$ cat src/rtl/uart_fifo_ctrl.sv
// uart_fifo_ctrl
// Byte buffering between the bus register logic and the UART core.
// The TX FIFO queues bus writes and launches each byte into the
// transmitter with a one-cycle uart_trmt pulse. The RX FIFO captures
// bytes from the receiver, acknowledges each with uart_clr_rx_rdy and
// flags dropped captures with a sticky rx_overrun.
//
// Ports:
//   clk, rst_n                     clock, async active-low reset
//   tx_wr_en, tx_wr_data           push a byte into the TX FIFO
//   tx_full, tx_count              TX FIFO status
//   uart_trmt, uart_tx_data        launch pulse and byte to transmitter
//   uart_tx_ready, uart_tx_done    transmitter idle / byte finished
//   uart_rx_rdy, uart_rx_data      receiver holds a byte (level) and data
//   uart_clr_rx_rdy                one-cycle clear pulse to receiver
//   rx_rd_en, rx_rd_data           pop / first-word fall-through head
//   rx_empty, rx_count             RX FIFO status
//   rx_overrun, clr_overrun        sticky drop flag and its clear
//
// TX FSM
//   state   | meaning
//   TX_IDLE | waiting for a queued byte and a ready transmitter
//   TX_WAIT | byte launched, waiting for uart_tx_done
// RX FSM
//   state   | meaning
//   RX_IDLE | waiting for uart_rx_rdy
//   RX_CLR  | clear pulse issued, rx_rdy still high this cycle; ignore it

module uart_fifo_ctrl #(
    parameter int DEPTH = 16,
    localparam int AW   = $clog2(DEPTH)
) (
    input  logic          clk,
    input  logic          rst_n,
    input  logic          tx_wr_en,
    input  logic [7:0]    tx_wr_data,
    output logic          tx_full,
    output logic [AW:0]   tx_count,
    output logic          uart_trmt,
    output logic [7:0]    uart_tx_data,
    input  logic          uart_tx_ready,
    input  logic          uart_tx_done,
    input  logic          uart_rx_rdy,
    input  logic [7:0]    uart_rx_data,
    output logic          uart_clr_rx_rdy,
    input  logic          rx_rd_en,
    output logic [7:0]    rx_rd_data,
    output logic          rx_empty,
    output logic [AW:0]   rx_count,
    output logic          rx_overrun,
    input  logic          clr_overrun
);

    localparam logic [AW:0] FULL_CNT = (AW+1)'(DEPTH);

    typedef enum logic {TX_IDLE, TX_WAIT} tx_state_t;
    typedef enum logic {RX_IDLE, RX_CLR}  rx_state_t;

    tx_state_t tx_state, tx_state_nxt;
    rx_state_t rx_state, rx_state_nxt;

    logic [7:0]    tx_mem [DEPTH];
    logic [7:0]    rx_mem [DEPTH];
    logic [AW-1:0] tx_wr_ptr, tx_rd_ptr, rx_wr_ptr, rx_rd_ptr;

    logic tx_launch, tx_push;
    logic rx_capture, rx_push, rx_drop, rx_pop;

    assign tx_full    = (tx_count == FULL_CNT);
    assign rx_empty   = (rx_count == '0);
    assign rx_rd_data = rx_mem[rx_rd_ptr];

    // A push into a full FIFO is dropped even if a launch frees a slot
    // in the same cycle: fullness is judged on the registered count.
    assign tx_push = tx_wr_en && !tx_full;
    assign rx_push = rx_capture && (rx_count != FULL_CNT);
    assign rx_drop = rx_capture && (rx_count == FULL_CNT);
    assign rx_pop  = rx_rd_en && !rx_empty;

    always_ff @(posedge clk or negedge rst_n) begin
        if (!rst_n) begin
            tx_state <= TX_IDLE;
            rx_state <= RX_IDLE;
        end else begin
            tx_state <= tx_state_nxt;
            rx_state <= rx_state_nxt;
        end
    end

    // Launch requires uart_tx_ready as well as TX_IDLE, so a tx_done that
    // is a level rather than a pulse cannot trigger a second launch.
    always_comb begin
        tx_state_nxt = tx_state;
        tx_launch    = 1'b0;
        case (tx_state)
            TX_IDLE: begin
                if ((tx_count != '0) && uart_tx_ready) begin
                    tx_launch    = 1'b1;
                    tx_state_nxt = TX_WAIT;
                end
            end
            TX_WAIT: begin
                if (uart_tx_done) tx_state_nxt = TX_IDLE;
            end
            default: tx_state_nxt = TX_IDLE;
        endcase
    end

    always_comb begin
        rx_state_nxt = rx_state;
        rx_capture   = 1'b0;
        case (rx_state)
            RX_IDLE: begin
                if (uart_rx_rdy) begin
                    rx_capture   = 1'b1;
                    rx_state_nxt = RX_CLR;
                end
            end
            RX_CLR:  rx_state_nxt = RX_IDLE;
            default: rx_state_nxt = RX_IDLE;
        endcase
    end

    always_ff @(posedge clk) begin
        if (tx_push) tx_mem[tx_wr_ptr] <= tx_wr_data;
        if (rx_push) rx_mem[rx_wr_ptr] <= uart_rx_data;
    end

    always_ff @(posedge clk or negedge rst_n) begin
        if (!rst_n) begin
            tx_wr_ptr    <= '0;
            tx_rd_ptr    <= '0;
            tx_count     <= '0;
            uart_trmt    <= 1'b0;
            uart_tx_data <= 8'h00;
        end else begin
            uart_trmt <= tx_launch;
            if (tx_push) tx_wr_ptr <= tx_wr_ptr + 1'b1;
            if (tx_launch) begin
                tx_rd_ptr    <= tx_rd_ptr + 1'b1;
                uart_tx_data <= tx_mem[tx_rd_ptr];
            end
            case ({tx_push, tx_launch})
                2'b10:   tx_count <= tx_count + 1'b1;
                2'b01:   tx_count <= tx_count - 1'b1;
                default: tx_count <= tx_count;
            endcase
        end
    end

    always_ff @(posedge clk or negedge rst_n) begin
        if (!rst_n) begin
            rx_wr_ptr       <= '0;
            rx_rd_ptr       <= '0;
            rx_count        <= '0;
            uart_clr_rx_rdy <= 1'b0;
            rx_overrun      <= 1'b0;
        end else begin
            uart_clr_rx_rdy <= rx_capture;
            if (rx_push) rx_wr_ptr <= rx_wr_ptr + 1'b1;
            if (rx_pop)  rx_rd_ptr <= rx_rd_ptr + 1'b1;
            case ({rx_push, rx_pop})
                2'b10:   rx_count <= rx_count + 1'b1;
                2'b01:   rx_count <= rx_count - 1'b1;
                default: rx_count <= rx_count;
            endcase
            // A drop in the same cycle as a clear leaves the flag set.
            if (rx_drop)          rx_overrun <= 1'b1;
            else if (clr_overrun) rx_overrun <= 1'b0;
        end
    end

endmodule

$ cat config.mk
export PLATFORM = sky130hd
export DESIGN_NAME = uart_fifo_ctrl
export DESIGN_NICKNAME = d
export VERILOG_FILES = /design/src/rtl/uart_fifo_ctrl.sv
export SDC_FILE = /design/constraint.sdc
export NUM_CORES = 1
export LEC_CHECK = 0
export CORE_AREA = 2 2 176 178
export DETAILED_ROUTE_END_ITERATION = 10
export DIE_AREA = 0 0 178 180
export GPL_TIMING_DRIVEN = 0
export PLACE_DENSITY = 0.56
export SYNTH_ARGS = -nofsm -noshare
export SYNTH_HDL_FRONTEND = slang
export SYNTH_SLANG_ARGS = --single-unit
$ cat constraint.sdc
create_clock -name clk -period 6.8 [get_ports clk]
set_clock_uncertainty 0.15 [all_clocks]
set_input_delay 1.36 -clock clk [delete_from_list [all_inputs] [get_ports clk]]
set_output_delay 1.36 -clock clk [all_outputs]
set_load 0.1 [all_outputs]
* Word level (Yosys, flattened, before mapping)
Memories as Yosys holds them, arrays and structs flattened. A register that Yosys moved wholly into a read port is not among the register bits.
Cells that the tools add are included.
** Storage, ports and cells
- Input port bits :: 24
- Register bits :: 31
- Memories kept :: 2
- Output and inout port bits :: 31
- RAM bits :: 256
** Memories
- rx_mem :: depth 16, width 8, read ports 1, clocked after Yosys merged registers in 0, wr ports 1, RTL line 63 : logic [7:0] rx_mem [DEPTH];
- tx_mem :: depth 16, width 8, read ports 1, clocked after Yosys merged registers in 1, wr ports 1, RTL line 62 : logic [7:0] tx_mem [DEPTH];
** Cells by class
- Reduce and logical (&&, ||, !) cells :: 13
- Muxes and demuxes :: 15
- Bitwise operators :: 2
- $add $sub $neg :: 8
- Eq/ne operators :: 7
** Operators by type and width (count)
- 5-bit one-hot mux with 2 select lines :: 2
- 4-bit by 1-bit adder with 4-bit output (second input constant) :: 4
- 1-bit two-way mux :: 11
- 5-bit by 1-bit adder with 5-bit output (second input constant) :: 2
- 5-bit equality test (second input constant) :: 2
- 5-bit by 1-bit subtractor with 5-bit output (second input constant) :: 2
- 2-bit nonzero test :: 3
- 1-bit logical AND :: 5
- 5-bit zero test :: 1
- 5-bit inequality test (second input constant) :: 1
- 5-bit nonzero test :: 1
- 2-bit by 1-bit equality test with 1-bit output (second input constant) :: 2
- 2-bit equality test (second input constant) :: 2
- 1-bit one-hot mux with 2 select lines :: 2
- 1-bit zero test :: 3
- 1-bit inverter :: 2

* Longest topological paths before layout
- Depth after elaboration :: 6
- Depth in mapped cells :: 13
- Depth with buffers taken out :: 12

* Least setup slack after synthesis
No wires, ideal clock.
- Path kind :: flip-flop to flip-flop
- Start :: reg rx_count[0]
- End :: reg rx_count[4]
- Arrival time :: 3.763 ns
- Data required time :: 6.486 ns
- Slack :: 2.723 ns
- Setup time :: 0.164 ns
- Cell stages (with the launch flop) :: 12
- Cells stage by stage :: dfrtp_1 nor4_1 and2b_1 nor2b_1 clkbuf_1 ha_1 fa_1 a21o_1 a21oi_1 xor2_1 nor2_1 xor2_1
** On the way
- Word-level cells in the longest chain between the ends :: 5
- Elaborated cells between the ends (all ways) :: 11
- Those cells by class :: add/sub (2); eq/ne (3); mux (1); reduce/logical (5)
** Ends and longest elaborated chain
- from (decl) :: RTL line 49 : output logic [AW:0] rx_count,
- from (signal assigned) :: RTL line 163 : 2'b10: rx_count <= rx_count + 1'b1;
- from (signal assigned) :: RTL line 164 : 2'b01: rx_count <= rx_count - 1'b1;
- from (signal assigned) :: RTL line 165 : default: rx_count <= rx_count;
- 5-bit zero test (*) :: RTL line 70 : assign rx_empty = (rx_count == '0);
- named net rx_empty :: RTL line 48 : output logic rx_empty,
- 1-bit zero test (*) :: RTL line 78 : assign rx_pop = rx_rd_en && !rx_empty;
- 1-bit logical AND (*) :: RTL line 78
- named net rx_pop :: RTL line 67 : logic rx_capture, rx_push, rx_drop, rx_pop;
- 2-bit by 1-bit equality test with 1-bit output or 2-bit equality test (tied branches) :: RTL line 162 : case ({rx_push, rx_pop})
- 5-bit one-hot mux with 2 select lines or 2-bit nonzero test (tied branches)
Mark *: on every way through the listed nets, which the timed path passes. The rest lies on a longest branch.
A chain may end at the register's enable or synchronous reset.

* Worst setup path after layout
- Start :: reg rx_rd_ptr[1]
- End :: out rx_rd_data[3]
** On the way
- Word-level cells in the longest chain between the ends :: 1
** Ends and longest elaborated chain
- from (decl) :: RTL line 64 : logic [AW-1:0] tx_wr_ptr, tx_rd_ptr, rx_wr_ptr, rx_rd_ptr;
- from (signal assigned) :: RTL line 161 : if (rx_pop) rx_rd_ptr <= rx_rd_ptr + 1'b1;
- memory read 16 x 8 bit
- to (decl) :: RTL line 47 : output logic [7:0] rx_rd_data,
No other way between the ends.

==> results.rst <==
.. list-table::
   :header-rows: 1

   * - Metric
     - Value
   * - Category of the worst setup path launch point
     - flop
   * - Routed wire per std cell
     - 21.5 um
   * - Setup TNS
     - 0 ns
   * - Count of cells along the worst hold path
     - 1
   * - Maximum number of buffers from clock root to sink
     - 3
   * - Number of vias per cell after detailed routing
     - 5.11
   * - Antenna violations before repair
     - 0
   * - Vias in the first global route
     - 6139
   * - DR vias
     - 5654
   * - Count of inserted antenna diode cells
     - 0
   * - Post-layout minimum cycle time
     - 5.32 ns
   * - Number of placed cells counting well taps
     - 1051
   * - Share of total power in sequential cells
     - 35.7%
   * - CP Buf/Inv Count
     - 3
   * - GRT Overall Usage
     - 15.3%
   * - Clock share of power
     - roughly a quarter
   * - Internal power contribution
     - ~4 mW
   * - Global-route wire length before repair
     - 36.7 mm
   * - Worst-path maximum fanout
     - 10
   * - Skew-Pair Late Insertion Delay
     - ~0.55 ns
   * - Period Utilization, post-route
     - 78.2%
   * - # nets final
     - between 700 and 800
   * - Placer's final routability congestion estimate
     - ~0.75
   * - Number of iterations in the first detailed-routing pass
     - 4
   * - Fraction of final layout cells sized beyond drive strength 1
     - 16.9%
   * - Clock transition at the register clock pins on the worst setup and hold paths after CTS
     - 0.06 ns
   * - Cell at the root of the clock tree
     - sky130_fd_sc_hd__clkbuf_16
   * - Max Cap Violations
     - 0
   * - Setup Fix Bufs, Post-CTS
     - 0
   * - Delay-heaviest family, CP
     - buffers and inverters
   * - Slew HR
     - between 30% and 40%
   * - CTS tree
     - done
   * - Endpoint, Worst Hold
     - rx_state
   * - Ys Warns
     - 0
   * - Combinational power share
     - just under 40%
   * - Library cells used by synthesis
     - 36
   * - Placeable core region
     - 0.0302 mm2
   * - Number of failing setup endpoints in the final timing report
     - 0
   * - Total wirelength of the detailed-routed design
     - 23.8 mm
   * - 1st-iter DRT viols
     - 380
   * - Number of instances in the synthesized netlist
     - about 600
   * - Transition at the pin with the smallest max-transition slack
     - 0.988 ns
   * - Setup repair after global routing missed its margin
     - false
   * - Aggregate global routing overflow
     - 0
   * - CTS HTree Levels
     - 1
   * - HPWL Detailed
     - 16.0 mm
   * - Switching component of the power
     - 2.44 mW
   * - Post-Synthesis Net Count
     - between 600 and 700
   * - Worst stage delay on the critical path
     - just under 1 ns
   * - Worst Reg2Reg Path Length in Cells
     - 13
   * - Crit. End Element
     - output port
   * - IO Port Bufs
     - 54
   * - Crit path depth
     - 5
   * - Pins over their slew limit
     - 0
   * - Worst hold path startpoint
     - rx_state
   * - Maximum number of pins on one net before global-route repair
     - 25
   * - Worst path cell trace
     - clkbuf_1 > clkbuf_1 > mux4_1 > mux4_2 > clkdlybuf4s50_1
   * - Power after layout
     - around 6.5 mW
   * - Reg-to-reg critical path startpoint
     - tx_count[0]
   * - Hold slack
     - 0.293 ns
   * - Max frequency
     - 0.188 GHz
   * - DRC violations left
     - 0
   * - Critical path class
     - reg -> out
   * - Average size of a mapped cell
     - 19.9 um2
   * - Initial Util
     - 39.3%
   * - CTS resizes
     - 0
   * - Final Non-Filler Cells
     - 1107
   * - Filler Cells Inserted
     - 2529
   * - Crit path DAT
     - 3.81 ns
   * - Most common cell on crit path
     - sky130_fd_sc_hd__clkbuf_1
   * - # rows
     - 64
   * - Sink Count
     - 294
   * - Total die area
     - 0.0320 mm2
   * - Peak VDD IR
     - ~0.39 mV
   * - Leakage component of the power
     - between 4 and 5 nW
   * - Final Hold Viols
     - 0
   * - Height of the chip
     - 180 um
   * - Flip-flop and latch count after synthesis
     - 294
   * - Pre-CTS WS
     - 1.95 ns
   * - Number of buffers created by CTS
     - 30
   * - Die span in x
     - 178 um
   * - Antenna Violating Nets Remaining
     - 0
   * - Io pins
     - 55
   * - Switching share of power
     - 37.5%
   * - Kind of path behind the tightest hold check
     - reg -> reg
   * - Data required time of the worst path
     - 5.29 ns
   * - Hold-fix buffer count after cts
     - 0
   * - P per Cell Area
     - around 470 mW/mm2
   * - Run status
     - complete, no violations
   * - Worst path setup slack after routing
     - 1.48 ns
   * - Synth-to-layout area growth
     - 17.4%
   * - Netlist area before placement
     - 0.0119 mm2
   * - Endpoint of the most critical register-to-register path
     - tx_count[4]
   * - Post-synthesis sequential area ratio
     - 72.9%
   * - Reg2Reg Setup Slack
     - 3.34 ns
   * - Crit-path slowest cell
     - sky130_fd_sc_hd__clkdlybuf4s50_1
## Yosys cell counts
cell                       instances  area share, %
sky130_fd_sc_hd__dfrtp_1          38            8.0
sky130_fd_sc_hd__nor2_1           25           0.79
sky130_fd_sc_hd__nor4_1            2           0.11
sky130_fd_sc_hd__nand2_1          39            1.2
sky130_fd_sc_hd__and2_1            1          0.053
sky130_fd_sc_hd__xor2_1            6           0.44
sky130_fd_sc_hd__buf_4             3           0.19
sky130_fd_sc_hd__buf_6             6           0.57
sky130_fd_sc_hd__mux2_2           10           0.95
sky130_fd_sc_hd__inv_1            14           0.44
sky130_fd_sc_hd__fa_1              2           0.34
sky130_fd_sc_hd__o21ai_1           8           0.34
sky130_fd_sc_hd__or3b_2            1          0.074
sky130_fd_sc_hd__o21ai_0          14           0.59
sky130_fd_sc_hd__a21boi_2          1          0.095
sky130_fd_sc_hd__nor3_1            8           0.34
sky130_fd_sc_hd__nand3_1           2          0.084
sky130_fd_sc_hd__buf_2             4           0.17
sky130_fd_sc_hd__a21oi_1           8           0.34
sky130_fd_sc_hd__clkbuf_1         10           0.32
sky130_fd_sc_hd__or4_1             1          0.063
sky130_fd_sc_hd__nand2b_1          4           0.21
sky130_fd_sc_hd__nor2b_1           3           0.16
sky130_fd_sc_hd__clkbuf_2          1          0.042
sky130_fd_sc_hd__buf_8             1           0.13
sky130_fd_sc_hd__ha_1             18            1.9
sky130_fd_sc_hd__edfxtp_1        256             65
sky130_fd_sc_hd__and2b_1           1          0.063
sky130_fd_sc_hd__mux4_1           30            6.6
sky130_fd_sc_hd__mux4_2           42            8.0
sky130_fd_sc_hd__o211ai_1          1          0.063
sky130_fd_sc_hd__nand4_1           4           0.21
sky130_fd_sc_hd__xnor2_1          15            1.1
sky130_fd_sc_hd__buf_1             7           0.22
sky130_fd_sc_hd__a21o_1            3           0.19
sky130_fd_sc_hd__mux2i_1           8           0.68
## power by group through the flow
stage | Clock, mW | Combinational [mW] | Sequential (mW)
4_1_cts | 1.63 | 2.63 | 2.33
2_1_floorplan | 0 | 1.58 | 2.73
6_report | 1.60 | 2.58 | 2.32
3_5_place_dp | 0 | 2.62 | 2.36
5_1_grt | 1.71 | 2.76 | 2.35
3_3_place_gp | 0 | 2.57 | 2.34
## cell families (layout without fill, tap and decap cells)
logic type	count (synthesis)	count (layout)	synth area share (%)
compound gates	35	35	1.62
xor+xnor	21	21	1.55
fa+ha+maj	20	20	2.24
buf+inv	46	160	2.08
flops	294	294	72.9
mux	90	90	16.3
simple gates	91	91	3.39
## state kept, by name, indices dropped and copies added, names as in the netlist
signal,flops
tx_wr_ptr,4
rx_overrun,1
rx_wr_ptr,4
rx_count,5
rx_rd_ptr,4
tx_rd_ptr,4
uart_trmt,1
tx_mem,128
tx_state,1
rx_state,1
tx_count,5
uart_tx_data,8
rx_mem,128
## worst max-delay path by stage
stage | from | to | slack [ns]
4_1_cts | rx_rd_ptr[1] | rx_rd_data[3] | 1.34
3_5_place_dp | rx_rd_ptr[1] | rx_rd_data[7] | 1.95
2_1_floorplan | rx_count[0] | rx_count[4] | 2.72
6_report | rx_rd_ptr[1] | rx_rd_data[3] | 1.48
3_3_place_gp | rx_rd_ptr[1] | rx_rd_data[7] | 1.98
5_1_grt | rx_rd_ptr[1] | rx_rd_data[7] | 1.27
## layout make-up
class	count	area [um2]	share of cell area [%]
Clock buffer	41	813	5.85
Timing Repair Buffer	58	576	4.14
Multi-Input combinational cell	257	2990	21.5
Sequential cell	294	8640	62.1
Buffer	32	194	1.39
Clock inverter	15	150	1.08
Tap cell	396	495	3.56
Inverter	14	52.6	0.378
## layer usage
metal | up-vias | track usage, % | wire length (um)
met3 | 35 | 2.28 | 787
li1 | 2571 | - | -
met4 | 0 | 3.97 | 491
met1 | 2932 | 18.8 | 9630
met2 | 116 | 28.1 | 12900
met5 | - | 0 | 0
## placed cells by master (no fill, tap or decap), drive strengths merged, types with 4 or more instances in the layout
| master | instances |
|---|---|
| a21oi | 8 |
| buf | 26 |
| clkbuf | 52 |
| clkdlybuf4s50 | 53 |
| clkinv | 11 |
| dfrtp | 38 |
| edfxtp | 256 |
| ha | 18 |
| inv | 14 |
| mux2 | 10 |
| mux2i | 8 |
| mux4 | 72 |
| nand2 | 39 |
| nand2b | 4 |
| nand4 | 4 |
| nor2 | 25 |
| nor3 | 8 |
| o21ai | 22 |
| xnor2 | 15 |
| xor2 | 6 |
## metrics by stage
step,cell area [um2],utilization (%)
2_1_floorplan,11900,-
3_3_place_gp,12900,42.7
3_5_place_dp,12900,42.8
4_1_cts,13900,46.0
5_1_grt,13900,46.1
6_report,13900,46.1
(Power assumes the default switching activity.)
